==> src/rtl/vga_timing_gen.sv <==
// Raster timing generator: hcnt/vcnt counters, sync pulses, active-video flag,
// line/frame strobes and a frame counter, advancing on a pixel enable.
module vga_timing_gen #(
  parameter int unsigned H_ACTIVE = 640,
  parameter int unsigned H_FP     = 16,
  parameter int unsigned H_SYNC   = 96,
  parameter int unsigned H_BP     = 48,
  parameter int unsigned V_ACTIVE = 480,
  parameter int unsigned V_FP     = 10,
  parameter int unsigned V_SYNC   = 2,
  parameter int unsigned V_BP     = 33,
  parameter bit          HS_POL   = 1'b0,
  parameter bit          VS_POL   = 1'b0,
  parameter int unsigned CW       = 11
) (
  input  logic          pclk,
  input  logic          resetn,
  input  logic          ce,
  output logic [CW-1:0] hcnt,
  output logic [CW-1:0] vcnt,
  output logic          active,
  output logic          hsync,
  output logic          vsync,
  output logic          line_start,
  output logic          frame_start,
  output logic [7:0]    frame_cnt
);

  localparam int unsigned H_TOTAL = H_ACTIVE + H_FP + H_SYNC + H_BP;
  localparam int unsigned V_TOTAL = V_ACTIVE + V_FP + V_SYNC + V_BP;

  localparam logic [CW-1:0] H_LAST   = CW'(H_TOTAL - 1);
  localparam logic [CW-1:0] V_LAST   = CW'(V_TOTAL - 1);
  localparam logic [CW-1:0] H_VIS    = CW'(H_ACTIVE);
  localparam logic [CW-1:0] V_VIS    = CW'(V_ACTIVE);
  localparam logic [CW-1:0] HS_FIRST = CW'(H_ACTIVE + H_FP);
  localparam logic [CW-1:0] HS_LAST  = CW'(H_ACTIVE + H_FP + H_SYNC - 1);
  localparam logic [CW-1:0] VS_FIRST = CW'(V_ACTIVE + V_FP);
  localparam logic [CW-1:0] VS_LAST  = CW'(V_ACTIVE + V_FP + V_SYNC - 1);

  logic [CW-1:0] hcnt_q, hcnt_d;
  logic [CW-1:0] vcnt_q, vcnt_d;
  logic          active_q, active_d;
  logic          hsync_q, hsync_d;
  logic          vsync_q, vsync_d;
  logic          ls_q, ls_d;
  logic          fs_q, fs_d;
  logic [7:0]    fcnt_q, fcnt_d;

  // Levels are decoded from the next-state counts so they line up with the
  // registered counters in the same cycle.
  always_comb begin
    hcnt_d = hcnt_q;
    vcnt_d = vcnt_q;
    if (ce) begin
      if (hcnt_q == H_LAST) begin
        hcnt_d = '0;
        vcnt_d = (vcnt_q == V_LAST) ? '0 : vcnt_q + 1'b1;
      end else begin
        hcnt_d = hcnt_q + 1'b1;
      end
    end
    active_d = (hcnt_d < H_VIS) && (vcnt_d < V_VIS);
    hsync_d  = ((hcnt_d >= HS_FIRST) && (hcnt_d <= HS_LAST)) ? HS_POL : ~HS_POL;
    vsync_d  = ((vcnt_d >= VS_FIRST) && (vcnt_d <= VS_LAST)) ? VS_POL : ~VS_POL;
    // Strobes need ce so that idling at (0,0) does not re-fire them.
    ls_d     = ce && (hcnt_d == '0);
    fs_d     = ls_d && (vcnt_d == '0);
    fcnt_d   = fcnt_q + {7'd0, fs_d};
  end

  always_ff @(posedge pclk or negedge resetn) begin
    if (!resetn) begin
      hcnt_q   <= H_LAST;
      vcnt_q   <= V_LAST;
      active_q <= 1'b0;
      hsync_q  <= ~HS_POL;
      vsync_q  <= ~VS_POL;
      ls_q     <= 1'b0;
      fs_q     <= 1'b0;
      fcnt_q   <= 8'd0;
    end else begin
      hcnt_q   <= hcnt_d;
      vcnt_q   <= vcnt_d;
      active_q <= active_d;
      hsync_q  <= hsync_d;
      vsync_q  <= vsync_d;
      ls_q     <= ls_d;
      fs_q     <= fs_d;
      fcnt_q   <= fcnt_d;
    end
  end

  assign hcnt        = hcnt_q;
  assign vcnt        = vcnt_q;
  assign active      = active_q;
  assign hsync       = hsync_q;
  assign vsync       = vsync_q;
  assign line_start  = ls_q;
  assign frame_start = fs_q;
  assign frame_cnt   = fcnt_q;

endmodule

==> config.mk <==
export PLATFORM = sky130hd
export DESIGN_NAME = vga_timing_gen
export DESIGN_NICKNAME = d
export VERILOG_FILES = /design/src/rtl/vga_timing_gen.sv
export SDC_FILE = /design/constraint.sdc
export NUM_CORES = 1
export LEC_CHECK = 0
export CORE_UTILIZATION = 52
export CTS_CLUSTER_DIAMETER = 150
export DETAILED_ROUTE_END_ITERATION = 8
export PLACE_DENSITY = 0.78
export SLEW_MARGIN = 20
export SYNTH_ARGS = -nofsm -noshare
export SYNTH_HDL_FRONTEND = slang
export SYNTH_SLANG_ARGS = --single-unit
==> constraint.sdc <==
create_clock -name pclk -period 3.2 [get_ports pclk]
set_input_delay 0.48 -clock pclk [delete_from_list [all_inputs] [get_ports pclk]]
set_output_delay 0.48 -clock pclk [all_outputs]
set_load 0.01 [all_outputs]
==> results.txt <==
----------------------------------------------------
[Setup path]
  CP top delay family ... simple AND/OR/NAND/NOR gates
  Launching element type of the critical path ... register
  Arrival time of the worst setup path ... 3240 ps
  Capturing point of the worst reg2reg path ... frame_cnt[7]
  Origin of the worst setup path ... hcnt[0]
  Critical path capture point ... frame_cnt[7]
  Critical Path End Type ... register
  Instance count on the critical path ... 12
  RR Startpoint ... hcnt[0]
  Number of cells on the worst reg-to-reg path ... 12
  Highest net fanout along the worst path ... 8
  Required arrival time at the worst endpoint ... 3380 ps
  Flop-to-flop setup slack ... 140 ps
  Cell-by-cell trace of the critical path ... ha_4, nand4_1, nor4_4, buf_6, nand4_1, o31ai_2, and4_4, ha_4, and3_1, nand3_2, or2_4, xnor2_1
  Slowest stage cell on the critical path ... sky130_fd_sc_hd__dfstp_2
  Buffers plus inverters on the worst setup path ... 1
  Max stage delay on crit path ... 580 ps
  Worst setup path category ... register to register

[Power and ir drop]
  Clock share of power ... 27.2%
  Areal power density over the cells ... 524 mW/mm²
  Total net switching power ... 0.457 mW
  VDD IR max ... 0.000274 V
  Internal power component ... 1.00 mW
  Net switching share of the total power ... 31.4%
  LEAKAGE ... 1.18 nW
  Sequential fraction of design power ... 40.2%
  Total power draw ... 1.46 mW
  Part of the total power dissipated in combinational logic ... 32.6%

[Floorplan]
  Die X-Extent ... 64.3 µm
  Starting utilization of the core area ... 54.7%
  Boundary Pins ... 38
  Core Region ... 0.00369 mm²
  Area enclosed by the die boundary ... 0.00413 mm²
  Row count ... 22
  Die Height ... 64.3 µm

[Clock network]
  Clock transition at path regs ... 80 ps
  Max H-tree Level ... 2
  CTS root buffer ... sky130_fd_sc_hd__clkbuf_8
  Sink count of the clock tree ... 35
  Clock buffers created by TritonCTS ... 5
  Cts hold-fix bufs ... 0
  Worst-skew pair later-pin latency ... 290 ps
  TritonCTS clock tree ... done
  Bufs on Longest Clock Path ... 2

[Placed design]
  Count of input and output buffers ... 37
  DP Cell Count ... 300
  Hpwl dp ... 3130 µm
  Placer's final routability congestion estimate ... 0.908

[Synthesis]
  Synthesized netlist cell count ... 204
  Share of the yosys chip area belonging to registers ... 44.2%
  Synthesized area ... 0.00202 mm²
  Number of flops mapped to enable cells by yosys ... 0
  Mapped Nets ... 212
  Post-Synthesis Mean Instance Area ... 9.89 µm²
  Post-synth cell types ... 47
  Count of warnings emitted by yosys ... 0
  Share of synthesized flip-flops with an asynchronous set or reset ... 100%
  Synth Register Bits ... 35
  Most common flop cell mapped by yosys ... sky130_fd_sc_hd__dfrtp_1

[Finish]
  Proportion of layout cells with a drive suffix above 1 ... 26.0%
  Antenna diodes ... 0
  Final non-filler cell total ... 313
  Layout Area Growth over Synthesis ... 37.9%
  Commonest cells after routing, fill and taps aside ... sky130_fd_sc_hd__clkdlybuf4s50_1, sky130_fd_sc_hd__buf_4, sky130_fd_sc_hd__dfrtp_1
  Layout net count ... 272
  Layout filler cell count ... 255
  Leading cell type in the layout, fill and taps excluded ... sky130_fd_sc_hd__clkdlybuf4s50_1

[Status]
  Result of the run ... completed

[Drt]
  Routed wire length ... 4690 µm
  Avg WL per Cell ... 15.0 µm
  First-pass iteration count of the detailed router ... 4
  Number of vias per cell ... 5.66
  Number of DRC markers in iteration 0 ... 135
  Routed vias ... 1773
  DRC errors left ... 0
  ANT nets after route ... 0

[STA]
  Setup-violating endpoint count in the final report ... 0
  Worst-margin pin slew ... 440 ps
  Period Utilization, post-route ... 95.5%
  Max Fclk ... 327 MHz
  Relative slew slack ... 70.7%
  Pins Over Slew Limit ... 0
  Hold Violations, Final ... 0
  Layout Skew ... 7.83 ps
  Time the final worst path needs with I/O delays and setup ... 3060 ps

[Job]
  Count of maximum capacitance violations ... 0

[Hold path]
  Startpoint of the worst hold path ... frame_cnt[7]
  HP Class ... register to register

[Global route]
  Pin count of the biggest net entering global routing ... 36
  First-pass GRT wire length ... 7700 µm
  Total gr overflow ... 0
  Vias in the first global route ... 1663
  Number of antenna violations at the first check in global routing ... 0
  Overall fraction of global-route tracks in use ... 24.2%

----------------------------------------------------
stage by stage:
stage | area [µm²] | utilization [%] | hold slack, ps | setup TNS [ps] | setup WS (ps)
CTS | 2670 | 72.3 | 481 | 0 | 132
global route | 2780 | 75.4 | 504 | -33.5 | -33.5
finish | 2780 | 75.4 | 478 | 0 | 144
floorplan | 2020 | - | 184 | 0 | 198
global placement | 2550 | 69.2 | 460 | -112 | -61.4
detailed placement | 2550 | 69.2 | 467 | -287 | -121
cell usage after synthesis (2+ instances only):
cell type	instances	area, µm²
sky130_fd_sc_hd__xor2_1	12	105
sky130_fd_sc_hd__nand4_1	7	43.8
sky130_fd_sc_hd__nor2_1	14	52.6
sky130_fd_sc_hd__a31oi_1	2	12.5
sky130_fd_sc_hd__dfstp_2	12	315
sky130_fd_sc_hd__xnor2_1	18	158
sky130_fd_sc_hd__nand2_1	20	75.1
sky130_fd_sc_hd__and2_1	4	25.0
sky130_fd_sc_hd__and3_1	6	37.5
sky130_fd_sc_hd__and4_1	3	26.3
sky130_fd_sc_hd__o31ai_1	2	15.0
sky130_fd_sc_hd__ha_1	5	62.6
sky130_fd_sc_hd__inv_1	5	18.8
sky130_fd_sc_hd__nand3_1	13	65.1
sky130_fd_sc_hd__buf_6	2	22.5
sky130_fd_sc_hd__buf_2	2	10.0
sky130_fd_sc_hd__dfrtp_1	23	576
sky130_fd_sc_hd__clkbuf_1	7	26.3
sky130_fd_sc_hd__o21ai_0	11	55.1
sky130_fd_sc_hd__buf_4	2	15.0
sky130_fd_sc_hd__nor3_1	4	20.0
sky130_fd_sc_hd__a21oi_1	5	25.0
flip-flops by register name, indices dropped and copies added, names as in the netlist:
register and cells:
line_start 1, frame_cnt 8, vsync 1, vcnt 11
frame_start 1, hcnt 11, hsync 1, active 1
layer usage:
metal | up-vias | part of all wire [%] | GRT usage (%)
met5 | - | 0 | 0
met4 | 0 | 1.5 | 8.61
met3 | 10 | 5.5 | 6.43
met2 | 65 | 49 | 37.8
met1 | 856 | 44 | 32.3
li1 | 842 | - | -
power by group through the flow:
stage               Clock, mW  Combinational [mW]  Sequential (mW)
floorplan                   0               0.255            0.594
CTS                     0.404               0.432            0.582
detailed placement          0               0.429            0.591
global route            0.425               0.523            0.594
finish                  0.396               0.475            0.586
global placement            0               0.425            0.588
layout make-up:
class                           count  area, µm²  share of cell area [%]
Clock buffer                        5       68.8                    2.47
Clock inverter                      3       43.8                    1.57
Inverter                            5       18.8                   0.675
Multi-Input combinational cell    151       1110                    39.8
Sequential cell                    35        891                    32.0
Tap cell                           48       60.1                    2.16
Timing Repair Buffer               66        592                    21.3
repair_timing:
| item | CTS | global route |
|---|---|---|
| setup endpoints to repair | 0 | 3 |
| gates resized for setup | 0 | 16 |
| buffers inserted | 0 | 4 |
logic make-up after synthesis:
logic type | count (synthesis) | share of synthesized area (%)
and+or+nand+nor | 82 | 22.7
DFF | 35 | 44.2
AOI/OAI and AO/OA | 33 | 11.9
xor gates and xnor gates | 30 | 13.0
buffers and inverters | 18 | 4.59
adders and majority gates | 5 | 3.10
muxes | 1 | 0.496
worst min path at each step:
stage	endpoint	slack, ps	depth (start not counted)
floorplan	active	180	0
global placement	frame_cnt[7]	460	1
detailed placement	frame_cnt[7]	470	1
CTS	frame_cnt[7]	480	1
global route	frame_cnt[7]	500	1
finish	frame_cnt[7]	480	1
Power figures use the tool's default switching activity.
